File: config.mk
export PLATFORM = sky130hd
export DESIGN_NAME = alu_tx_scheduler
export DESIGN_NICKNAME = d
export VERILOG_FILES = /design/src/rtl/alu_tx_scheduler.sv
export SDC_FILE = /design/constraint.sdc
export NUM_CORES = 1
export LEC_CHECK = 0
export ABC_AREA = 1
export CORE_ASPECT_RATIO = 0.5
export CORE_MARGIN = 5
export CORE_UTILIZATION = 35
export CTS_BUF_LIST = sky130_fd_sc_hd__clkbuf_2 sky130_fd_sc_hd__clkbuf_4 sky130_fd_sc_hd__clkbuf_8
export DETAILED_ROUTE_END_ITERATION = 10
export GPL_TIMING_DRIVEN = 0
export PLACE_DENSITY_LB_ADDON = 0.2
export SKIP_LAST_GASP = 1
export SLEW_MARGIN = 20
export SYNTH_ARGS = -nofsm -noshare
export SYNTH_HDL_FRONTEND = slang
export SYNTH_SLANG_ARGS = --single-unit
File: constraint.sdc
create_clock -name i_clock -period 2.35 [get_ports i_clock]
set_input_delay 0.235 -clock i_clock [delete_from_list [all_inputs] [get_ports i_clock]]
set_output_delay 0.235 -clock i_clock [all_outputs]
set_load 0.05 [all_outputs]
File: src/rtl/alu_tx_scheduler.sv
// Queues ALU result bytes in a small circular FIFO and hands them to the UART
// transmitter one frame at a time using a start/done handshake.
module alu_tx_scheduler #(
  parameter int SIZEDATA   = 8,
  parameter int DEPTH_LOG2 = 2,
  parameter int TIMEOUT    = 100000
) (
  input  logic                  i_clock,
  input  logic                  i_reset,
  input  logic                  i_push,
  input  logic [SIZEDATA-1:0]   i_push_data,
  input  logic                  i_tx_done,
  input  logic                  i_clear_flags,
  output logic                  o_tx_start,
  output logic [SIZEDATA-1:0]   o_tx_data,
  output logic [DEPTH_LOG2:0]   o_count,
  output logic                  o_empty,
  output logic                  o_full,
  output logic                  o_busy,
  output logic                  o_overflow,
  output logic                  o_timeout
);

  localparam int DEPTH = 1 << DEPTH_LOG2;
  localparam int TW    = (TIMEOUT > 2) ? $clog2(TIMEOUT) : 1;
  localparam logic [TW-1:0] TMO_LAST = TW'(TIMEOUT - 1);

  typedef enum logic [1:0] {IDLE, START, WAIT, GAP} state_t;

  state_t                 state, state_next;
  logic [SIZEDATA-1:0]    mem [DEPTH];
  logic [DEPTH_LOG2-1:0]  rd_ptr, wr_ptr;
  logic [DEPTH_LOG2:0]    count;
  logic [TW-1:0]          tmo_cnt;
  logic                   pop, push_ok, tmo_hit;

  // Handshake: o_tx_start is a one-cycle pulse qualifying o_tx_data; the
  // transmitter answers with a one-cycle i_tx_done, honoured only in WAIT.
  assign pop     = (state == IDLE) && (count != '0);
  assign o_full  = (count == (DEPTH_LOG2+1)'(DEPTH));
  assign push_ok = i_push && (!o_full || pop);

  assign o_tx_start = (state == START);
  assign o_busy     = (state != IDLE);
  assign o_empty    = (count == '0);
  assign o_count    = count;

  always_comb begin
    state_next = state;
    tmo_hit    = 1'b0;
    case (state)
      IDLE:  if (pop) state_next = START;
      START: state_next = WAIT;
      WAIT: begin
        if (i_tx_done) begin
          state_next = GAP;
        end else if (tmo_cnt == TMO_LAST) begin
          tmo_hit    = 1'b1;
          state_next = GAP;
        end
      end
      GAP:     state_next = IDLE;
      default: state_next = IDLE;
    endcase
  end

  always_ff @(posedge i_clock or posedge i_reset) begin
    if (i_reset) begin
      state   <= IDLE;
      tmo_cnt <= '0;
    end else begin
      state <= state_next;
      if (state == START) begin
        tmo_cnt <= '0;
      end else if (state == WAIT && !i_tx_done && !tmo_hit) begin
        tmo_cnt <= tmo_cnt + TW'(1);
      end
    end
  end

  // Storage needs no reset; occupancy is tracked by the pointers and count.
  always_ff @(posedge i_clock) begin
    if (push_ok) mem[wr_ptr] <= i_push_data;
  end

  always_ff @(posedge i_clock or posedge i_reset) begin
    if (i_reset) begin
      rd_ptr    <= '0;
      wr_ptr    <= '0;
      count     <= '0;
      o_tx_data <= '0;
    end else begin
      if (push_ok) wr_ptr <= wr_ptr + DEPTH_LOG2'(1);
      if (pop) begin
        rd_ptr    <= rd_ptr + DEPTH_LOG2'(1);
        o_tx_data <= mem[rd_ptr];
      end
      if (push_ok && !pop) begin
        count <= count + (DEPTH_LOG2+1)'(1);
      end else if (pop && !push_ok) begin
        count <= count - (DEPTH_LOG2+1)'(1);
      end
    end
  end

  // Sticky flags: a set on the same edge as a clear takes priority.
  always_ff @(posedge i_clock or posedge i_reset) begin
    if (i_reset) begin
      o_overflow <= 1'b0;
      o_timeout  <= 1'b0;
    end else begin
      if (i_push && !push_ok)  o_overflow <= 1'b1;
      else if (i_clear_flags)  o_overflow <= 1'b0;
      if (tmo_hit)             o_timeout  <= 1'b1;
      else if (i_clear_flags)  o_timeout  <= 1'b0;
    end
  end

endmodule

==> results of run 1 <==
==> worst paths after layout <==
| path | from | to | slack (ns) | cells after the start |
|---|---|---|---|---|
| worst max-delay path | state[0] | o_busy | 0.17 | 4 |
| worst min-delay path | i_reset | tmo_cnt[2] | 0.15 | 2 |
| worst max register to register | state[0] | o_count[2] | 0.22 | 13 |
| worst min register to register | state[1] | state[1] | 0.50 | 2 |
| max in group asynchronous | i_reset | o_count[0] | 1.74 | 3 |
| min in group i_clock | i_clear_flags | o_timeout | 0.49 | 2 |
==> critical path, stage by stage (launching register included) <==
cell and delay, ns:
dfrtp_1 0.37, inv_1 0.09, ha_1 0.24, inv_1 0.10
clkdlybuf4s50_1 0.80
==> power groups by stage <==
stage	Sequential [W]	Clock, W	Combinational [W]
2_1_floorplan	0.00206	0	0.00118
3_3_place_gp	0.00174	0	0.00215
3_5_place_dp	0.00174	0	0.00218
4_1_cts	0.00172	0.00101	0.00219
5_1_grt	0.00176	0.00106	0.00239
6_report	0.00172	0.000976	0.00215
==> layout make-up <==
class                      instances  area, sq um  share of cell area
sequential                        68         1866              0.4609
clock buffer                      12        152.6             0.03771
buffer                            11        63.81             0.01577
timing repair buffer              30        310.3             0.07666
tap                              121        151.4             0.03740
multi-input combinational        250         1321              0.3264
inverter                          35        133.9             0.03308
clock inverter                     4        48.80             0.01206
==> registers in the layout, indices dropped and copies added, names as in the netlist <==
register / cells
tmo_cnt: 17
o_timeout: 1
o_count: 3
mem: 32
state: 2
rd_ptr: 2
o_tx_data: 8
wr_ptr: 2
o_overflow: 1
==> stage by stage <==
step / TNS [ns] / utilization
floorplan: -0.04930 / -
global route: 0 / 0.4313
detailed placement: 0 / 0.4099
CTS: 0 / 0.4313
finish: 0 / 0.4313
global placement: 0 / 0.4077
==> metal layers <==
layer | vias up | GRT usage | wire (um)
met1 | 1204 | 0.1724 | 3509
met3 | 4 | 0.04732 | 345
li1 | 1284 | - | -
met4 | 0 | 0.04424 | 64
met2 | 44 | 0.2301 | 3423
met5 | - | 0 | 0
==> cell families (layout without fill, tap and decap cells) <==
| kind of cell | after synthesis | count (layout) | share of synthesized area |
|---|---|---|---|
| XOR/XNOR | 11 | 11 | 0.02874 |
| AO/OA/AOI/OAI | 28 | 28 | 0.04853 |
| AND/OR/NAND/NOR | 199 | 199 | 0.2624 |
| flip-flops | 68 | 68 | 0.5554 |
| adder cells (fa/ha/maj) | 11 | 11 | 0.04330 |
| buffers and inverters | 46 | 92 | 0.05823 |
| multiplexers | 1 | 1 | 0.003359 |
==> cells in the mapped netlist <==
library cell / count
nor2_1: 75
nand2_1: 60
nand3_1: 38
dfrtp_1: 36
edfxtp_1: 32
inv_1: 32
o21ai_0: 17
ha_1: 10
xor2_1: 10
a31oi_1: 8
nand3b_1: 8
buf_2: 6
nand4_1: 6
nand2_2: 5
clkbuf_1: 3
nor3_1: 3
buf_6: 2
inv_2: 2
nor2_4: 2
a21oi_4: 1
clkinv_1: 1
fa_1: 1
mux2_2: 1
nor3_2: 1
o21ai_1: 1
o22ai_1: 1
or2_2: 1
xnor2_1: 1
==> impl_metrics.tcl, run 1 <==
set metrics [dict create \
    p_sw_w 0.002041 \
    yosys_warnings 0 \
    drc_errors 0 \
    yosysTopAreaCell "edfxtp_1" \
    period_needed_ns 2.182 \
    p_clk_frac 0.202 \
    antenna_found_initial 0 \
    grt_pass1_vias 2486 \
    cts.hold.buffers_added 0 \
    core-area_sq_mm 0.009384 \
    setup_viol 0 \
    yosysUniqueCellTypes 28 \
    status "complete, no violations" \
    fin_area_sq_mm 0.004048 \
    synth_area_sq_mm 0.003352 \
    leakagePower_nw 1.663 \
    timing.critical_path.arrival_ns 1.95 \
    dp_hpwl_mm 5.049 \
    final_cells 531 \
    powerDensity_mw_per_mm2 1196 \
    htree_levels 3 \
    fin_ws_ns 0.1681 \
    first_pass_iters 4 \
    cp-end-kind "output pin" \
    fin_nets 429 \
    areaGrowthSynthToFinish_pct 20.75 \
    numPortBuffers 29 \
    synthTopCellsByArea "edfxtp_1 (29%), dfrtp_1 (27%), nor2_1 (8.4%)" \
    diodes 0 \
    layout_common_cells "nor2_1 (75), nand2_1 (59), nand3_1 (38)" \
    numCtsBuffers 9 \
    power_w 0.004842 \
    layout_commonest_cell "nor2_1" \
    ir_drop_v 0.0003649 \
    finalClockSkew_ns 0.004277 \
    maxSlewHeadroom 0.4295 \
    ys_ff_latch 68 \
    holdCritPathClass "in2async" \
    syn_inst 364 \
    io_pins 30 \
    crit_type "reg2out" \
    grt_usage 0.1389 \
    clkSinkCount 68 \
    cp-start-kind "register" \
    grt_setup_unrepaired "no" \
    cts_setup_buffers 0 \
    max_clock_freq_mhz 458.3 \
    clk_path_buf_depth 2 \
    place_inst 515 \
    cts_repair_resize_count 0 \
    cts_root_buf "clkbuf_8" \
    insertion_delay_ns 0.35 \
    placed_cell_area_sq_mm 0.003846 \
    seq_power_share 0.354 \
    path_max_fanout 3 \
    max_cap_viol_count 0 \
    internal_power_w 0.002801 \
    wl_per_cell_um 13.83 \
    grt_start_max_net_pins 25 \
    grt_pass1_wl_mm 12.50 \
    drtIter0Drc 158 \
    rows 25 \
    die_area_sq_mm 0.01175 \
    fill_cells 927 \
    synth_top_area_share 0.2867 \
    die_y_um 79.20 \
    fin_worst_hold_slack_ns 0.1542 \
    totalWireLength_mm 7.343 \
    ant_nets 0 \
    yosysSeqAreaShare 0.5554 \
    num_vias 2536 \
    avgSynthCellArea_sq_um 9.209 \
    worst_slew_pin_slew_ns 0.8525 \
    dp_slack_ns 0.1898 \
    place_congestion 0.7941 \
    final_max_slew_viol_count 0 \
    start_util 0.3572 \
    clk_pin_slew_ns 0.07 \
    syn-num-nets 388 \
    via_per_inst 4.776 \
    final_hold_viol_count 0 \
    cts_tree "done" \
    swShare 0.4214 \
    grt_overflow 0 \
    share_comb_of_total_power 0.444 \
    cp_data_required_time_ns 2.12 \
    period_share 0.9284 \
    drive_gt1_frac 0.1146 \
    die_w_um 148.4 \
]
Note: power is estimated with default switching activity, not from simulation.
==> run 2: changes to the inputs <==
- REMOVE_ABC_BUFFERS: not set -> 1
==> impl_metrics.tcl, run 2 (same netlist as run 1, synthesis figures left out) <==
set metrics [dict create \
    status "complete, no violations" \
    place_inst 504 \
    grt_setup_unrepaired "no" \
    share_comb_of_total_power 0.399 \
    crit_start "state[0]" \
    period_share 0.9279 \
    max_cap_viol_count 0 \
    grt_overflow 0 \
    insertion_delay_ns 0.35 \
    maxSlewHeadroom 0.3799 \
    cp-start-kind "register" \
    clkSinkCount 68 \
    power_w 0.004733 \
    ir_drop_v 0.0004320 \
    path_max_fanout 3 \
    p_sw_w 0.001955 \
    drc_errors 0 \
    fin_area_sq_mm 0.003978 \
    cts_root_buf "clkbuf_8" \
    worst_slew_pin_slew_ns 0.9267 \
    finalClockSkew_ns 0.008343 \
    leakagePower_nw 1.635 \
    ant_nets 0 \
    utilization 0.4239 \
    die_w_um 148.4 \
    r2r_slack_ns 0.21 \
    htree_levels 3 \
    internal_power_w 0.002778 \
    die_area_sq_mm 0.01175 \
    powerDensity_mw_per_mm2 1190 \
    grt_usage 0.1271 \
    diodes 0 \
    grt_start_max_net_pins 35 \
    holdCritPathClass "in2async" \
    wl_per_cell_um 12.94 \
    setup_viol 0 \
    fill_cells 913 \
    rows 25 \
    drtIter0Drc 186 \
    start_util 0.3572 \
    r2r_end "o_count[1]" \
    dp_hpwl_mm 4.487 \
    io_pins 30 \
    clk_pin_slew_ns 0.07 \
    cts_tree "done" \
    final_max_slew_viol_count 0 \
    timing.critical_path.arrival_ns 1.95 \
    placed_cell_area_sq_mm 0.003750 \
    totalWireLength_mm 6.731 \
    drive_gt1_frac 0.08271 \
    areaGrowthSynthToFinish_pct 18.66 \
    regToRegStartpoint "state[0]" \
    via_per_inst 4.594 \
    largest-register "mem" \
    numPortBuffers 29 \
    fin_ws_ns 0.1694 \
    p_clk_frac 0.226 \
    cts_setup_buffers 0 \
    grt_pass1_wl_mm 11.72 \
    seq_power_share 0.376 \
    period_needed_ns 2.181 \
    r2r_cells 10 \
    cp_data_required_time_ns 2.12 \
    swShare 0.4131 \
    largest_reg_flops 32 \
    multi_input_area_sq_mm 0.001303 \
    crit_type "reg2out" \
    largest_registers "mem x32, tmo_cnt x17, o_tx_data x8" \
    num_vias 2389 \
    place_congestion 0.7652 \
    final_hold_viol_count 0 \
    first_pass_iters 4 \
    cp-end-kind "output pin" \
    final_cells 520 \
    layout_common_cells "nor2_1 (75), nand2_1 (59), nand3_1 (38)" \
    max_clock_freq_mhz 458.6 \
    register_area_sq_mm 0.001862 \
    clk_path_buf_depth 2 \
    fin_nets 418 \
    core-area_sq_mm 0.009384 \
    numCtsBuffers 9 \
    dp_slack_ns 0.07494 \
    die_y_um 79.20 \
    layout_commonest_cell "nor2_1" \
    antenna_found_initial 0 \
    grt_pass1_vias 2310 \
]
run 2: repair_timing:
item / 4_1_cts / 5_1_grt
setup endpoints to repair: 0 / 3
hold buffers: 0 / 0
resized for setup: 0 / 2
run 2: power by group through the flow:
stage | clock [W] | combinational [W] | sequential (W)
4_1_cts | 0.00110 | 0.00192 | 0.00178
2_1_floorplan | 0 | 0.00101 | 0.00210
3_3_place_gp | 0 | 0.00190 | 0.00180
5_1_grt | 0.00113 | 0.00212 | 0.00183
3_5_place_dp | 0 | 0.00193 | 0.00180
6_report | 0.00107 | 0.00189 | 0.00178
run 2: critical path, cell delays in order (launching register included):
cell             delay [ns]
dfrtp_1                0.37
inv_1                  0.08
ha_1                   0.24
inv_1                  0.10
clkdlybuf4s50_1        0.81
run 2: per-stage QoR:
stage,TNS [ns],hold slack [ns]
after floorplan,-12.04,0.3339
after global placement,0,0.4868
after detailed placement,0,0.4931
after CTS,0,0.1197
after global routing,0,0.1552
final,0,0.1298
run 2: layout make-up:
class                   count  area share
flip-flops and latches     68      0.4681
multi-input cells         250      0.3275
repair buffers             30     0.07801
well taps                 121     0.03806
clock buffers              10     0.03303
inverters                  35     0.03303
clock inverters             6     0.02233
run 2: how the worst max path moves through the flow:
stage | end | slack, ns | cells past startpoint
floorplan | o_count[1] | -0.99 | 9
CTS | o_full | 0.07 | 2
global route | o_count[1] | 0.04 | 10
finish | o_busy | 0.17 | 4
detailed placement | o_count[1] | 0.07 | 8
global placement | o_count[1] | 0.08 | 8
run 2: metal layers:
metal / vias up / part of all wire / GRT usage
li1: 1257 / - / -
met3: 10 / 0.036 / 0.04048
met2: 25 / 0.45 / 0.2001
met1: 1097 / 0.50 / 0.1683
met5: - / 0 / 0
met4: 0 / 0.015 / 0.03871
==> run 3: changes to the inputs <==
- CTS_CLUSTER_DIAMETER: not set -> 60
- RECOVER_POWER: not set -> 100
==> impl_metrics.tcl, run 3 (same netlist as run 1, synthesis figures left out) <==
set metrics [dict create \
    final_cells 520 \
    cts_root_buf "clkbuf_8" \
    setup_viol 0 \
    grt_setup_unrepaired "no" \
    place_inst 504 \
    path_buf_inv 2 \
    crit_type "reg2out" \
    fin_nets 418 \
    grt_overflow 0 \
    holdCritPathClass "in2async" \
    utilization 0.4209 \
    insertion_delay_ns 0.35 \
    ant_nets 0 \
    path_depth 4 \
    r2r_slack_ns 0.22 \
    layout_common_cells "nor2_1 (76), nand2_1 (61), nand3_1 (38)" \
    cp_data_required_time_ns 2.12 \
    rows 25 \
    crit_start "o_count[0]" \
    io_pins 30 \
    period_share 0.9321 \
    fin_area_sq_mm 0.003950 \
    final_hold_viol_count 0 \
    die_y_um 79.20 \
    r2r_end "o_count[1]" \
    die_area_sq_mm 0.01175 \
    antenna_found_initial 0 \
    drive_gt1_frac 0.07018 \
    max_cap_viol_count 0 \
    max_clock_freq_mhz 456.5 \
    core-area_sq_mm 0.009384 \
    timing.critical_path.arrival_ns 1.96 \
    seq_power_share 0.379 \
    swShare 0.4167 \
    cp-start-kind "register" \
    grt_start_max_net_pins 35 \
    internal_power_w 0.002727 \
    maxSlewHeadroom 0.3849 \
    clkSinkCount 68 \
    grt_pass1_wl_mm 11.72 \
    largest_reg_flops 32 \
    worst_slew_pin_slew_ns 0.9192 \
    crit_end "o_empty" \
    path_max_fanout 5 \
    powerDensity_mw_per_mm2 1184 \
    num_vias 2387 \
    fin_ws_ns 0.1596 \
    max_stage_delay_ns 0.87 \
    r2r_cells 10 \
    largest_registers "mem x32, tmo_cnt x17, o_tx_data x8" \
    share_comb_of_total_power 0.392 \
    totalWireLength_mm 6.744 \
    layout_commonest_cell "nor2_1" \
    cp-end-kind "output pin" \
    cts_tree "done" \
    numCtsBuffers 9 \
    status "complete, no violations" \
    regToRegStartpoint "state[0]" \
    place_congestion 0.7652 \
    clk_pin_slew_ns 0.07 \
    finalClockSkew_ns 0.008064 \
    p_sw_w 0.001948 \
    slowest_stage "dlygate4sd3_1" \
    numPortBuffers 29 \
    dp_hpwl_mm 4.487 \
    grt_pass1_vias 2310 \
    cp_top_family "buffers and inverters" \
    placed_cell_area_sq_mm 0.003750 \
    power_w 0.004675 \
    die_w_um 148.4 \
    ir_drop_v 0.0004163 \
    p_clk_frac 0.228 \
    via_per_inst 4.590 \
    areaGrowthSynthToFinish_pct 17.84 \
    cts_setup_buffers 0 \
    grt_usage 0.1271 \
    clk_path_buf_depth 2 \
    dp_slack_ns 0.07494 \
    drtIter0Drc 187 \
    leakagePower_nw 1.643 \
    first_pass_iters 4 \
    period_needed_ns 2.190 \
    drc_errors 0 \
    start_util 0.3572 \
    wl_per_cell_um 12.97 \
    largest-register "mem" \
    final_max_slew_viol_count 0 \
    diodes 0 \
    crit_chain "nor2_1 -> nand2_1 -> inv_1 -> dlygate4sd3_1" \
    htree_levels 3 \
]
## run 3: changes by cell type in the layout (fill, tap and decap cells not counted), moves of 2 or more
cell	before	now
clkdlybuf4s50_1	29	5
nand2_2	6	4
inv_1	31	33
nand2_1	59	61
dlygate4sd3_1	0	24
inv_2	3	1
## run 3: routing by layer
metal	global-route usage	vias up	share of wire	routed length, um
met1	0.1683	1099	0.50	3384
met5	0	-	0	0
met2	0.2001	21	0.45	3027
met3	0.04048	10	0.034	229
met4	0.03871	0	0.015	102
li1	-	1257	-	-
## run 3: worst register-to-register path: stages (launching register included)
cell and delay (ns):
dfrtp_1 0.37, inv_1 0.08, ha_1 0.24, inv_1 0.10, nand2_1 0.07, nand2_2 0.13, inv_1 0.08, ha_1 0.17
inv_1 0.09, fa_1 0.41, mux2_2 0.27
## run 3: worst min path at each step
stage | start | endpoint | slack (ns) | cells after the start
4_1_cts | i_reset | tmo_cnt[10] | 0.12 | 2
2_1_floorplan | i_push_data[0] | mem[0][0] | 0.33 | 0
5_1_grt | i_reset | tmo_cnt[1] | 0.35 | 2
3_3_place_gp | state[0] | state[0] | 0.49 | 2
6_report | i_reset | tmo_cnt[1] | 0.31 | 2
3_5_place_dp | state[0] | state[0] | 0.49 | 2
## run 3: per-stage QoR
stage | setup TNS, ns | hold WS (ns)
6_report | 0 | 0.3075
5_1_grt | 0 | 0.3484
4_1_cts | 0 | 0.1197
3_5_place_dp | 0 | 0.4931
3_3_place_gp | 0 | 0.4868
2_1_floorplan | -12.04 | 0.3339
## run 3: power groups by stage
stage / Combinational, W / Sequential [W] / Clock [W]
CTS: 0.00192 / 0.00178 / 0.00110
global placement: 0.00190 / 0.00180 / 0
global route: 0.00206 / 0.00183 / 0.00113
detailed placement: 0.00193 / 0.00180 / 0
finish: 0.00183 / 0.00177 / 0.00107
floorplan: 0.00101 / 0.00210 / 0
## run 3: cell type report
| class | instances | area, sq um |
|---|---|---|
| Inverter | 35 | 131.4 |
| Tap cell | 121 | 151.4 |
| Timing Repair Buffer | 30 | 295.3 |
| Sequential cell | 68 | 1862 |
| Fill cell | 916 | 5434 |
| Clock buffer | 10 | 131.4 |
| Multi-Input combinational cell | 250 | 1290 |
| Clock inverter | 6 | 88.84 |
## run 3: timing repair
| item | in CTS | in global routing |
|---|---|---|
| resized for setup | 0 | 2 |
| hold buffers | 0 | 0 |
| endpoints found under the hold margin | 0 | 0 |
| setup endpoints to repair | 0 | 3 |
